<file path="src/rtl/memory_cell_ttl.sv">
// Single cache entry: key/value storage, registered key-match lookup and TTL expiry
// paced by a tick prescaler. Optional sliding expiration via MEMORY_CELL_TTL_REFRESH_EN.
module memory_cell_ttl #(
  parameter int KEY_WIDTH   = 8,
  parameter int VALUE_WIDTH = 64,
  parameter int TTL_WIDTH   = 32,
  parameter int TICK_DIV    = 1000
) (
  input  logic                   clk,
  input  logic                   rst_n,
  input  logic                   write_op,
  input  logic                   delete_op,
  input  logic [KEY_WIDTH-1:0]   key_in,
  input  logic [VALUE_WIDTH-1:0] value_in,
  input  logic [TTL_WIDTH-1:0]   ttl_in,
  input  logic                   read_op,
  input  logic [KEY_WIDTH-1:0]   lookup_key,
  output logic [KEY_WIDTH-1:0]   key_out,
  output logic [VALUE_WIDTH-1:0] value_out,
  output logic [TTL_WIDTH-1:0]   ttl_out,
  output logic                   used_out,
  output logic                   hit_out,
  output logic                   expired_out
);

  localparam int PRESC_W = (TICK_DIV > 1) ? $clog2(TICK_DIV) : 1;
  localparam logic [PRESC_W-1:0] PRESC_LAST = PRESC_W'(TICK_DIV - 1);

  typedef enum logic [1:0] {
    FREE    = 2'd0,
    PERSIST = 2'd1,
    TIMED   = 2'd2
  } state_t;

  state_t                 state_reg, state_next;
  logic [PRESC_W-1:0]     presc_reg;
  logic [KEY_WIDTH-1:0]   key_reg, key_next;
  logic [VALUE_WIDTH-1:0] value_reg, value_next;
  logic [TTL_WIDTH-1:0]   ttl_reg, ttl_next;
  logic                   hit_reg, expired_reg;

  logic tick;
  logic wr_accept;
  logic del_req;
  logic expiring;
  logic match;
  logic refresh;
  logic [TTL_WIDTH-1:0] reload_val;

  assign tick      = (presc_reg == PRESC_LAST);
  assign wr_accept = write_op & (key_in != '0);
  // A write carrying the reserved empty key behaves exactly like a delete.
  assign del_req   = delete_op | (write_op & (key_in == '0));
  assign expiring  = (state_reg == TIMED) & tick & (ttl_reg == TTL_WIDTH'(1))
                   & ~write_op & ~delete_op;
  assign match     = read_op & (state_reg != FREE) & (lookup_key == key_reg)
                   & ~expiring & ~del_req;

`ifdef MEMORY_CELL_TTL_REFRESH_EN
  logic [TTL_WIDTH-1:0] reload_reg;

  always_ff @(posedge clk or negedge rst_n) begin
    if (!rst_n) begin
      reload_reg <= '0;
    end else if (wr_accept) begin
      reload_reg <= ttl_in;
    end
  end

  assign refresh    = match & (state_reg == TIMED);
  assign reload_val = reload_reg;
`else
  assign refresh    = 1'b0;
  assign reload_val = '0;
`endif

  // Prescaler free-runs; writes and deletes never disturb its phase.
  always_ff @(posedge clk or negedge rst_n) begin
    if (!rst_n) begin
      presc_reg <= '0;
    end else begin
      presc_reg <= tick ? '0 : presc_reg + PRESC_W'(1);
    end
  end

  // State register
  always_ff @(posedge clk or negedge rst_n) begin
    if (!rst_n) begin
      state_reg <= FREE;
    end else begin
      state_reg <= state_next;
    end
  end

  // Next-state logic: write > delete > refresh > expiry
  always_comb begin
    state_next = state_reg;
    if (wr_accept) begin
      state_next = (ttl_in == '0) ? PERSIST : TIMED;
    end else if (del_req) begin
      state_next = FREE;
    end else if (refresh) begin
      state_next = state_reg;
    end else if (expiring) begin
      state_next = FREE;
    end
  end

  always_comb begin
    key_next   = key_reg;
    value_next = value_reg;
    ttl_next   = ttl_reg;
    if (wr_accept) begin
      key_next   = key_in;
      value_next = value_in;
      ttl_next   = ttl_in;
    end else if (del_req || expiring) begin
      key_next   = '0;
      value_next = '0;
      ttl_next   = '0;
    end else if (refresh) begin
      ttl_next   = reload_val;
    end else if ((state_reg == TIMED) && tick && (ttl_reg != '0)) begin
      ttl_next   = ttl_reg - TTL_WIDTH'(1);
    end
  end

  always_ff @(posedge clk or negedge rst_n) begin
    if (!rst_n) begin
      key_reg     <= '0;
      value_reg   <= '0;
      ttl_reg     <= '0;
      hit_reg     <= 1'b0;
      expired_reg <= 1'b0;
    end else begin
      key_reg     <= key_next;
      value_reg   <= value_next;
      ttl_reg     <= ttl_next;
      hit_reg     <= match;
      expired_reg <= expiring;
    end
  end

  // Output logic
  always_comb begin
    key_out     = key_reg;
    value_out   = value_reg;
    ttl_out     = ttl_reg;
    used_out    = (state_reg != FREE);
    hit_out     = hit_reg;
    expired_out = expired_reg;
  end

endmodule

</file>
<file path="config.mk">
export PLATFORM = sky130hd
export DESIGN_NAME = memory_cell_ttl
export DESIGN_NICKNAME = d
export VERILOG_FILES = /design/src/rtl/memory_cell_ttl.sv
export SDC_FILE = /design/constraint.sdc
export NUM_CORES = 1
export LEC_CHECK = 0
export BUFFER_PORTS_ARGS = -buffer_cell sky130_fd_sc_hd__buf_2
export CORE_ASPECT_RATIO = 0.9
export CORE_MARGIN = 5
export CORE_UTILIZATION = 44
export CTS_CLUSTER_DIAMETER = 50
export CTS_CLUSTER_SIZE = 10
export DETAILED_ROUTE_END_ITERATION = 7
export PLACE_DENSITY = 0.76
export SLEW_MARGIN = 30
export SYNTH_ARGS = -nofsm -noshare
export SYNTH_HDL_FRONTEND = slang
export SYNTH_SLANG_ARGS = --single-unit
</file>
<file path="constraint.sdc">
create_clock -name clk -period 2.52 [get_ports clk]
set_input_delay 0.252 -clock clk [delete_from_list [all_inputs] [get_ports clk]]
set_output_delay 0.252 -clock clk [all_outputs]
set_load 0.02 [all_outputs]
</file>
After elaboration in Yosys (flattened, before gate mapping)
Index checks and enable logic that the tools add are counted.
Cells by class
  add/sub/neg operators: 2
  muxes and demuxes: 12
  equality and inequality tests: 4
  bitwise gates (word level): 15
  reductions and logical operators: 11
Operator list (count)
  64-bit 2-to-1 mux: 2
  32-bit 2-to-1 mux: 3
  32-bit by 1-bit == test with 1-bit output (second input constant): 1
  32-bit zero test: 1
  32-bit nonzero test: 1
  32-bit by 1-bit subtractor with 32-bit output (second input constant): 1
  8-bit 2-to-1 mux: 2
  10-bit by 1-bit adder with 10-bit output (second input constant): 1
  1-bit bitwise AND: 10
  10-bit == test (second input constant): 1
  10-bit 2-to-1 mux: 1
  8-bit == test: 1
  8-bit zero test: 1
  2-bit 2-to-1 mux: 4
  8-bit nonzero test: 1
  3-bit nonzero test: 2
  1-bit inverter: 4
  2-bit nonzero test: 2
  2-bit == test (second input constant): 1
  1-bit logical AND: 2
  1-bit logical OR: 1
  1-bit bitwise OR: 1
Storage, ports and cells
  input port bits: 117
  logic and storage cells: 51
  output and inout port bits: 107
  flip-flop bits (word level): 118

Depth between registers and ports, before layout
Gate-level depths: netlist (run 1).
  word-level depth: 8
  depth in mapped cells: 9
  gate-level depth less buffers: 7

Worst setup path before layout (run 1)
OpenSTA, ideal clock, no wires.
  kind: register to register
  start point: register ttl_reg[0] (netlist: ttl_out[0])
  end point: register ttl_reg[9] (netlist: ttl_out[9])
  path slack: 0.035 ns
  data required time: 2.399 ns
  stages on the path, launching flop included: 9
  data arrival time: 2.364 ns
  library setup time: 0.121 ns
  clock period less this slack: 2.485 ns
  path through: dfrtp_1 > inv_1 > ha_1 > nor3b_1 > nand4_1 > o41ai_4 > buf_6 > a2bb2oi_1 > o22a_1
Between the ends
  longest elaborated chain between the ends: 7
  elaborated cells between the ends (all ways): 12
  those cells by class: add/sub: 1; eq/ne: 1; mux: 3; bitwise: 3; reduce/logical: 4
RTL lines
  start, declared: line 39  | logic [TTL_WIDTH-1:0] ttl_reg, ttl_next;
  start signal, assigned: line 138  | ttl_reg <= ttl_next;
  branches (longest 7 deep; another with 32-bit by 1-bit subtractor with 32-bit output)
Several ways; the timed one is not identified. The select of a mux whose other input is x is not followed.
A chain may end at the register's enable or synchronous reset.

Final worst setup path (run 1)
  start point: register ttl_reg[16] (netlist: ttl_out[16])
  end point: register ttl_reg[15] (netlist: ttl_out[15])
Between the ends
  longest elaborated chain between the ends: 7
  elaborated cells between the ends (all ways): 10
  those cells by class: eq/ne: 1; mux: 2; bitwise: 3; reduce/logical: 4
RTL lines
  32-bit by 1-bit == test with 1-bit output: line 54  | assign expiring = (state_reg == TIMED) & tick & (ttl_reg == TTL_WIDTH'(1))
  1-bit bitwise AND: line 54
  1-bit bitwise AND (2 in series): line 55  | & ~write_op & ~delete_op;
  1-bit logical OR: line 117  | end else if (del_req || expiring) begin
  32-bit 2-to-1 mux: line 117
  32-bit 2-to-1 mux: line 113  | if (wr_accept) begin
Several ways; a longest one is shown, not always the timed one.

==> impl_metrics.csv, run 1 <==
group,metric,value,unit
sta,fin_ws,0.08760,ns
cts,insertion_delay,0.42,ns
hold_path,hp-class,"in -> reg",
cts,path_clk_slew,0.06,ns
sta,slew_headroom,48.68,%
cts,clock_sinks,118,
logic_synthesis,synth_area_leaders,"dfrtp_1 (51%), a22o_1 (12%), a22oi_1 (2.0%)",
placement,placed_cells,936,
logic_synthesis,synthesis.area,0.005763,mm2
logic_synthesis,postSynthAreaPerCell,10.83,um2
critical_path,path_buf_inv,1,
hold_path,whs_path_depth,2,
sta,max_freq,411.1,MHz
sta,finalCritPeriodShare,96.52,%
placement,dpl_worst_slack,0.07002,ns
cts,root_buffer,"clkbuf_16",
sta,fin_crit,2.432,ns
logic_synthesis,syn_inst,532,
sta,finalHoldViolCount,0,
final_layout,nNetsFinal,912,
global_route,grt_max_degree,69,
logic_synthesis,synth.distinct_cells,59,
sta,finClkSkew,0.007456,ns
logic_synthesis,synth.most_common_cell,"dfrtp_1",
sta,setup_viol,0,
global_route,grt_pass1_wl,30320,um
power_and_ir_drop,leakagePower,4.011,nW
cts,cts_tree,"built",
placement,place_congestion,0.9146,
final_layout,fin_cells,969,
power_and_ir_drop,powerDensity,733.1,mW/mm2
critical_path,cp_slowest_cell,"or4_4",
floorplanning,core-area,0.01278,mm2
logic_synthesis,syn-num-nets,652,
cts,cts_buffers,17,
power_and_ir_drop,power,5.898,mW
floorplanning,std_cell_rows,39,
floorplanning,die_w,130.6,um
global_route,gr-usage-all-layers,24.69,%
floorplanning,die-area,0.01549,mm2
route,drt-initial-drc-count,432,
final_layout,syn_to_final_growth,39.62,%
logic_synthesis,yosysWarningCount,0,
logic_synthesis,ys.flop_type,"dfrtp_1",
final_layout,multiInputGateArea,0.002633,mm2
final_layout,drive_above_1_share,40.99,%
final_layout,fillers,1047,
sta,finalSetupTns,0,ns
global_route,overflow,0,
critical_path,cp.depth,6,
route,ant_nets,0,
logic_synthesis,synth_top_area_share,51.24,%
floorplanning,pin_count,224,
logic_synthesis,synth-seq-cells,118,
sta,slew_viol_final,0,
route,drcViolationCount,0,
critical_path,crit_chain,"or4_4 > or2_1 > o41a_1 > buf_4 > o21ai_0 > a21oi_1",
critical_path,cp_data_arrival_time,2.72,ns
final_layout,largest_register_ff_count,64,
route,vias,5762,
final_layout,seqCellArea,0.002953,mm2
critical_path,critPathCaptureType,"flop",
cts,htree_levels,4,
floorplanning,start_util,45.08,%
placement,port_buffers,223,
route,post_drt_wl_per_cell,19.67,um
logic_synthesis,synth_edf_count,0,
route,dr.pass1.iters,7,
outcome,status,"finished, final reports clean",
critical_path,crit_type,"reg -> reg",
logic_synthesis,synth_top_cell_by_area,"dfrtp_1",
critical_path,cp_slowest_stage_delay,0.57,ns
logic_synthesis,synthArstFlopShare,100.0,%
cts,clockBufferDepth,2,
final_layout,final_util,62.94,%
job,maxCapViolations,0,
critical_path,critPathMaxFanout,12,
critical_path,critical_path.top_delay_family,"simple AND/OR/NAND/NOR gates",
global_route,antenna_found_initial,0,
placement,post-dp-hpwl,14200,um
logic_synthesis,synth_common_cells,"dfrtp_1 (118), a22o_1 (79), clkbuf_1 (24), nand2_1 (24), nor2_1 (24)",
power_and_ir_drop,ir_drop,0.0005068,V
route,drt-total-wl,19060,um
logic_synthesis,ys_seq_area_share,51.24,%
global_route,grt_pass1_vias,5882,
critical_path,cp-start-kind,"flop",
floorplanning,die_h,118.6,um
critical_path,critPathRequiredTime,2.81,ns
critical_path,reg2reg_depth,6,
route,vias_per_cell,5.946,
final_layout,n_antenna_cell,0,
sta,tightest_slew,0.7698,ns
-- worst paths after layout --
check                           slack, ns         start            end
max in group asynchronous            1.31         rst_n   value_out[4]
min in group asynchronous            0.41         rst_n  value_out[42]
worst max-delay path                 0.09   ttl_out[16]    ttl_out[15]
worst min-delay path                 0.05  value_in[50]  value_out[50]
worst max register to register       0.09   ttl_out[16]    ttl_out[15]
worst min register to register       0.49  presc_reg[0]   presc_reg[0]
-- cells by family (layout without fill, tap and decap cells) --
family	count (synthesis)	count (layout)	share of synthesized area, %
AOI/OAI and AO/OA	194	194	27.23
xor gates and xnor gates	14	14	2.128
adders and majority gates	3	3	0.6514
buffers and inverters	52	325	3.734
DFF	118	118	51.24
and+or+nand+nor	151	151	15.02
-- layer usage --
metal / routed length, um / global-route usage [%]
met4: 365 / 7.519
met2: 8823 / 37.91
met1: 7987 / 33.94
met5: 0 / 0
met3: 1880 / 7.127
-- placed cells by master, fill, tap and decap left out, types with 5 or more instances in the layout --
cell,count
xnor2_1,10
and3_1,5
buf_4,47
clkbuf_16,17
nor3_1,11
nor2_1,24
or4_1,7
and4_1,6
nand3_1,21
a22oi_1,15
nand4_1,11
nand2_1,24
inv_1,19
buf_2,222
a221oi_1,5
a21o_1,5
nor4_1,16
dfrtp_1,118
o211ai_1,5
o2bb2a_2,8
a31oi_1,5
a21oi_1,14
o21ai_0,17
a22o_1,79
-- area by class of cell --
| cell class | instances | area share, % |
|---|---|---|
| inverter | 19 | 0.8863 |
| sequential | 118 | 36.70 |
| timing repair buffer | 274 | 19.09 |
| multi-input combinational | 362 | 32.72 |
| tap | 164 | 2.550 |
| clock inverter | 13 | 2.426 |
| clock buffer | 19 | 5.629 |
-- metrics by stage --
step / area, um2 / hold WS [ns]
4_1_cts: 8028 / 0.03147
5_1_grt: 8046 / 0.04116
2_1_floorplan: 5763 / -0.04359
6_report: 8046 / 0.04732
3_3_place_gp: 7370 / 0.3280
3_5_place_dp: 7370 / 0.3415
-- power by group --
| group | switching [mW] | internal [mW] | leakage [nW] |
|---|---|---|---|
| logic | 0.675 | 0.452 | 2.20 |
| registers | 0.117 | 2.03 | 1.51 |
| clock network | 0.906 | 1.72 | 0.306 |
-- what timing repair did --
item,4_1_cts,5_1_grt
endpoints found under the setup margin,0,28
hold buffers,1,0
resized for setup,0,4
endpoints found under the hold margin,50,0
setup buffers,0,0
No activity file was read; power rests on OpenSTA's default activity.
==> run 2: changes to the inputs <==
--- a/config.mk
+++ b/config.mk
@@ -7,12 +7,12 @@
 export LEC_CHECK = 0
 export BUFFER_PORTS_ARGS = -buffer_cell sky130_fd_sc_hd__buf_2
 export CORE_ASPECT_RATIO = 0.9
-export CORE_MARGIN = 5
+export CORE_MARGIN = 4
 export CORE_UTILIZATION = 44
 export CTS_CLUSTER_DIAMETER = 50
 export CTS_CLUSTER_SIZE = 10
 export DETAILED_ROUTE_END_ITERATION = 7
-export PLACE_DENSITY = 0.76
+export PLACE_DENSITY_LB_ADDON = 0.08
 export SLEW_MARGIN = 30
 export SYNTH_ARGS = -nofsm -noshare
 export SYNTH_HDL_FRONTEND = slang
==> constraint.sdc (replaced) <==
create_clock -name clk -period 2.52 [get_ports clk]
set_input_delay 0.378 -clock clk [delete_from_list [all_inputs] [get_ports clk]]
set_output_delay 0.378 -clock clk [all_outputs]
set_load 0.02 [all_outputs]
==> impl_metrics.csv, run 2 (same netlist as run 1, synthesis figures left out) <==
group,metric,value,unit
route,ant_nets,0,
critical_path,setup.worst_path.start,"ttl_out[11]",
global_route,grt_pass1_vias,5589,
global_route,gr-usage-all-layers,24.34,%
critical_path,cp-start-kind,"flop",
placement,place_area,0.007375,mm2
floorplanning,core-area,0.01274,mm2
route,dr.pass1.iters,6,
cts,htree_levels,4,
sta,fin_ws,0.06935,ns
final_layout,largest_register_ff_count,64,
job,maxCapViolations,0,
route,drt-total-wl,18500,um
global_route,grt_max_degree,70,
critical_path,critPathCaptureType,"flop",
placement,port_buffers,223,
final_layout,final_common_cell,"buf_2",
power_and_ir_drop,powerDensity,725.8,mW/mm2
sta,slew_viol_final,0,
placement,dpl_worst_slack,0.03780,ns
critical_path,cp_data_arrival_time,2.71,ns
sta,finalSetupTns,0,ns
sta,tightest_slew,0.8283,ns
cts,clock_sinks,118,
route,drt-initial-drc-count,538,
power_and_ir_drop,leakagePower,4.012,nW
sta,finClkSkew,0.007631,ns
hold_path,whs_path_depth,2,
hold_path,hp-class,"in -> reg",
global_route,overflow,0,
final_layout,final_cell_mix,"buf_2 (222), dfrtp_1 (118), a22o_1 (79), buf_4 (47)",
floorplanning,die-area,0.01500,mm2
floorplanning,pin_count,224,
critical_path,reg2reg_from,"ttl_out[11]",
final_layout,final_util,63.14,%
final_layout,postLayoutCellArea,0.008041,mm2
placement,post-dp-hpwl,13510,um
global_route,grt_pass1_wl,28840,um
critical_path,rr_endpoint,"ttl_out[31]",
route,vias_per_cell,5.898,
final_layout,fillers,1071,
power_and_ir_drop,ir_drop,0.0004834,V
critical_path,reg2reg_depth,7,
route,drcViolationCount,0,
sta,setup_viol,0,
route,vias,5715,
sta,max_freq,408.1,MHz
outcome,status,"finished, final reports clean",
sta,slew_headroom,44.78,%
cts,clockBufferDepth,2,
cts,cts_buffers,17,
cts,path_clk_slew,0.05,ns
sta,finalHoldViolCount,0,
critical_path,r2r_slack,0.07,ns
sta,fin_crit,2.451,ns
sta,whs,0.1853,ns
cts,root_buffer,"clkbuf_16",
sta,finalCritPeriodShare,97.25,%
cts,cts_tree,"built",
final_layout,drive_above_1_share,40.99,%
final_layout,n_antenna_cell,0,
final_layout,syn_to_final_growth,39.54,%
final_layout,nNetsFinal,912,
critical_path,critPathMaxFanout,54,
critical_path,critPathRequiredTime,2.78,ns
floorplanning,die_h,116.6,um
floorplanning,die_w,128.6,um
route,post_drt_wl_per_cell,19.09,um
floorplanning,start_util,45.25,%
floorplanning,std_cell_rows,39,
global_route,antenna_found_initial,0,
cts,insertion_delay,0.41,ns
placement,place_congestion,0.9374,
critical_path,crit_type,"reg -> reg",
critical_path,endpoint,"ttl_out[31]",
[run 2: cell types whose count changed in the layout (fill, tap and decap cells not counted), moves of 2 or more]
cell,before,now
clkinv_4,4,2
clkinvlp_4,3,1
nor4_1,16,14
nor4_2,2,4
clkinv_2,0,4
[run 2: per-layer routing]
layer	share of wire [%]	global-route usage [%]	vias up
li1	-	-	2622
met1	43	33.72	2784
met2	47	37.11	285
met3	9.2	8.048	24
met4	1.2	6.368	0
met5	0	0	-
[run 2: cell type report]
class	count	area [um2]	area share, %
timing repair buffer	274	1545	19.22
tap	164	205.2	2.552
sequential	118	2953	36.72
inverter	19	71.32	0.8869
multi-input combinational	362	2636	32.78
clock buffer	20	456.7	5.679
clock inverter	12	173.9	2.163
[run 2: timing repair]
| action | 4_1_cts | 5_1_grt |
|---|---|---|
| resized for setup | 0 | 4 |
| endpoints found under the hold margin | 32 | 0 |
| buffers inserted | 0 | 1 |
| hold buffers | 1 | 0 |
| endpoints found under the setup margin | 0 | 11 |
[run 2: stage by stage]
stage	instances	power, mW
after floorplan	532	2.774
after detailed placement	935	3.295
final	969	5.837
after global placement	935	3.271
after CTS	968	5.873
after global routing	969	6.078
[run 2: how the worst min path moves through the flow]
| stage | startpoint | endpoint | slack [ns] |
|---|---|---|---|
| 2_1_floorplan | rst_n | expired_out | 0.08 |
| 3_3_place_gp | rst_n | key_out[1] | 0.41 |
| 3_5_place_dp | rst_n | key_out[3] | 0.42 |
| 4_1_cts | value_in[62] | value_out[62] | 0.17 |
| 5_1_grt | value_in[62] | value_out[62] | 0.17 |
| 6_report | value_in[62] | value_out[62] | 0.19 |
[run 2: power by group]
group	internal, mW	switching, mW	total (mW)
clock	1.70	0.854	2.56
sequential	2.03	0.117	2.15
combinational	0.461	0.669	1.13
total	4.20	1.64	5.84
[run 2: critical path, cell delays in order, from the launching register on]
cell      delay (ns)
dfrtp_1         0.44
or4_1           0.64
nor4_2          0.22
buf_4           0.20
a41oi_4         0.16
buf_12          0.23
a32oi_1         0.28
o211ai_1        0.12
==> run 3: changes to the inputs <==
--- a/config.mk
+++ b/config.mk
@@ -6,9 +6,11 @@
 export NUM_CORES = 1
 export LEC_CHECK = 0
 export BUFFER_PORTS_ARGS = -buffer_cell sky130_fd_sc_hd__buf_2
+export CELL_PAD_IN_SITES_DETAIL_PLACEMENT = 2
+export CELL_PAD_IN_SITES_GLOBAL_PLACEMENT = 2
 export CORE_ASPECT_RATIO = 0.9
 export CORE_MARGIN = 4
-export CORE_UTILIZATION = 44
+export CORE_UTILIZATION = 27
 export CTS_CLUSTER_DIAMETER = 50
 export CTS_CLUSTER_SIZE = 10
 export DETAILED_ROUTE_END_ITERATION = 7
==> impl_metrics.csv, run 3 (same netlist as run 1, synthesis figures left out) <==
group,metric,value,unit
critical_path,crit_type,"reg -> reg",
cts,clock_sinks,118,
floorplanning,start_util,27.58,%
critical_path,crit_chain,"or4_1 > nor4_2 > buf_4 > a41oi_4 > buf_12 > buf_12 > a22o_1",
cts,path_clk_slew,0.06,ns
final_layout,n_antenna_cell,0,
power_and_ir_drop,power_frac_comb,20.9,%
hold_path,hp-class,"in -> reg",
final_layout,final_cell_mix,"buf_2 (222), dfrtp_1 (118), a22o_1 (79), buf_4 (56)",
critical_path,r2r_slack,0.12,ns
floorplanning,core-area,0.02090,mm2
sta,grt_setup_unrepaired,"false",
power_and_ir_drop,p_clk_share,42.9,%
critical_path,cp_data_arrival_time,2.70,ns
global_route,antenna_found_initial,0,
final_layout,largest_register_ff_count,64,
cts,htree_levels,4,
placement,port_buffers,223,
job,maxCapViolations,0,
critical_path,path_buf_inv,3,
route,dr.pass1.iters,4,
sta,whs,0.1719,ns
outcome,status,"finished, final reports clean",
sta,setup_viol,0,
cts,insertion_delay,0.42,ns
sta,finalSetupTns,0,ns
global_route,grt_pass1_wl,38480,um
critical_path,critPathMaxFanout,26,
floorplanning,die_w,162,um
cts,root_buffer,"clkbuf_16",
placement,dpl_worst_slack,0.08463,ns
floorplanning,pin_count,224,
final_layout,nNetsFinal,925,
placement,place_congestion,0.8457,
critical_path,reg2reg_depth,7,
floorplanning,die_h,146.6,um
sta,fin_ws,0.1187,ns
final_layout,postLayoutCellArea,0.008339,mm2
power_and_ir_drop,netSwitchingPower,1.820,mW
final_layout,fillers,2311,
route,vias_per_cell,5.255,
critical_path,cp-start-kind,"flop",
sta,fin_crit,2.401,ns
power_and_ir_drop,leakagePower,4.081,nW
hold_path,holdCritStartpoint,"value_in[24]",
power_and_ir_drop,p_sw_share,30.65,%
sta,finalHoldViolCount,0,
critical_path,reg2reg_from,"ttl_out[10]",
critical_path,critPathRequiredTime,2.82,ns
route,drcViolationCount,0,
route,post_drt_wl_per_cell,21.93,um
floorplanning,die-area,0.02375,mm2
sta,finClkSkew,0.01311,ns
critical_path,critical_path.top_delay_family,"simple AND/OR/NAND/NOR gates",
final_layout,seqCellArea,0.002953,mm2
final_layout,syn_to_final_growth,44.70,%
placement,post-dp-hpwl,18140,um
final_layout,multiInputGateArea,0.002659,mm2
global_route,overflow,0,
power_and_ir_drop,ir_drop,0.0004891,V
route,ant_nets,0,
final_layout,drive_above_1_share,42.42,%
floorplanning,std_cell_rows,50,
global_route,grt_pass1_vias,6562,
global_route,gr-usage-all-layers,20.54,%
route,drt-total-wl,24210,um
sta,max_freq,416.4,MHz
critical_path,crit_top_cell,"buf_12",
sta,slew_headroom,46.72,%
cts,cts_buffers,17,
route,drt-initial-drc-count,255,
final_layout,final_common_cell,"buf_2",
hold_path,whs_endpoint,"value_out[24]",
placement,place_area,0.007670,mm2
sta,finalCritPeriodShare,95.29,%
power_and_ir_drop,seqPwrFrac,36.1,%
power_and_ir_drop,powerDensity,712.0,mW/mm2
global_route,grt_max_degree,50,
critical_path,rr_endpoint,"value_out[14]",
critical_path,critPathCaptureType,"flop",
cts,clockBufferDepth,2,
cts,cts_setup_buffers,0,
hold_path,whs_path_depth,2,
critical_path,cp_slowest_cell,"or4_1",
route,vias,5802,
sta,slew_viol_final,0,
power_and_ir_drop,power.internal,4.118,mW
cts,cts_tree,"built",
sta,tightest_slew,0.7931,ns
critical_path,cp_slowest_stage_delay,0.66,ns
-- run 3: cell count changes in the layout (fill, tap and decap cells not counted), moves of 2 or more --
cell / before / now
o311ai_0: 4 / 2
buf_12: 3 / 6
clkinv_2: 4 / 2
clkinvlp_4: 1 / 3
o311ai_1: 0 / 2
inv_6: 1 / 3
buf_4: 47 / 56
-- run 3: timing repair --
| action | 4_1_cts | 5_1_grt |
|---|---|---|
| setup endpoints to repair | 0 | 22 |
| endpoints found under the hold margin | 40 | 0 |
| hold buffers | 1 | 0 |
| resized for setup | 0 | 11 |
-- run 3: metrics by stage --
step | utilization [%] | cells | power [mW]
after floorplan | - | 532 | 2.774
after global placement | 36.71 | 1071 | 3.361
after detailed placement | 36.71 | 1071 | 3.406
after CTS | 39.69 | 1104 | 6.009
after global routing | 39.91 | 1104 | 6.237
final | 39.91 | 1104 | 5.938
-- run 3: power by group through the flow --
stage          Sequential, mW  Clock [mW]  Combinational (mW)
6_report                 2.15        2.55                1.24
5_1_grt                  2.17        2.72                1.35
4_1_cts                  2.14        2.62                1.25
3_5_place_dp             2.17           0                1.23
3_3_place_gp             2.17           0                1.19
2_1_floorplan            2.34           0               0.431
-- run 3: per-layer routing --
metal	track usage, %	part of all wire, %	vias to the layer above	wire length [um]
met5	0	0	-	0
met3	5.024	5.7	19	1382
met2	33.16	48	174	11630
li1	-	-	2638	-
met4	5.793	1.2	0	287
met1	27.54	45	2971	10910
-- run 3: worst max-delay path by stage --
stage | to | slack, ns | startpoint | cells after the start
after floorplan | ttl_out[9] | 0.03 | ttl_out[0] | 8
after global placement | ttl_out[5] | 0.1 | ttl_out[10] | 7
after detailed placement | ttl_out[24] | 0.08 | ttl_out[16] | 6
after CTS | ttl_out[7] | 0.04 | presc_reg[0] | 9
after global routing | ttl_out[11] | 0.004 | presc_reg[0] | 10
final | value_out[14] | 0.12 | ttl_out[10] | 7
-- run 3: area by class of cell --
| cell class | count | share of cell area (%) |
|---|---|---|
| flip-flops and latches | 118 | 35.41 |
| multi-input cells | 362 | 31.88 |
| repair buffers | 287 | 20.20 |
| clock buffers | 18 | 5.266 |
| well taps | 286 | 4.291 |
| clock inverters | 14 | 2.101 |
| inverters | 19 | 0.8552 |
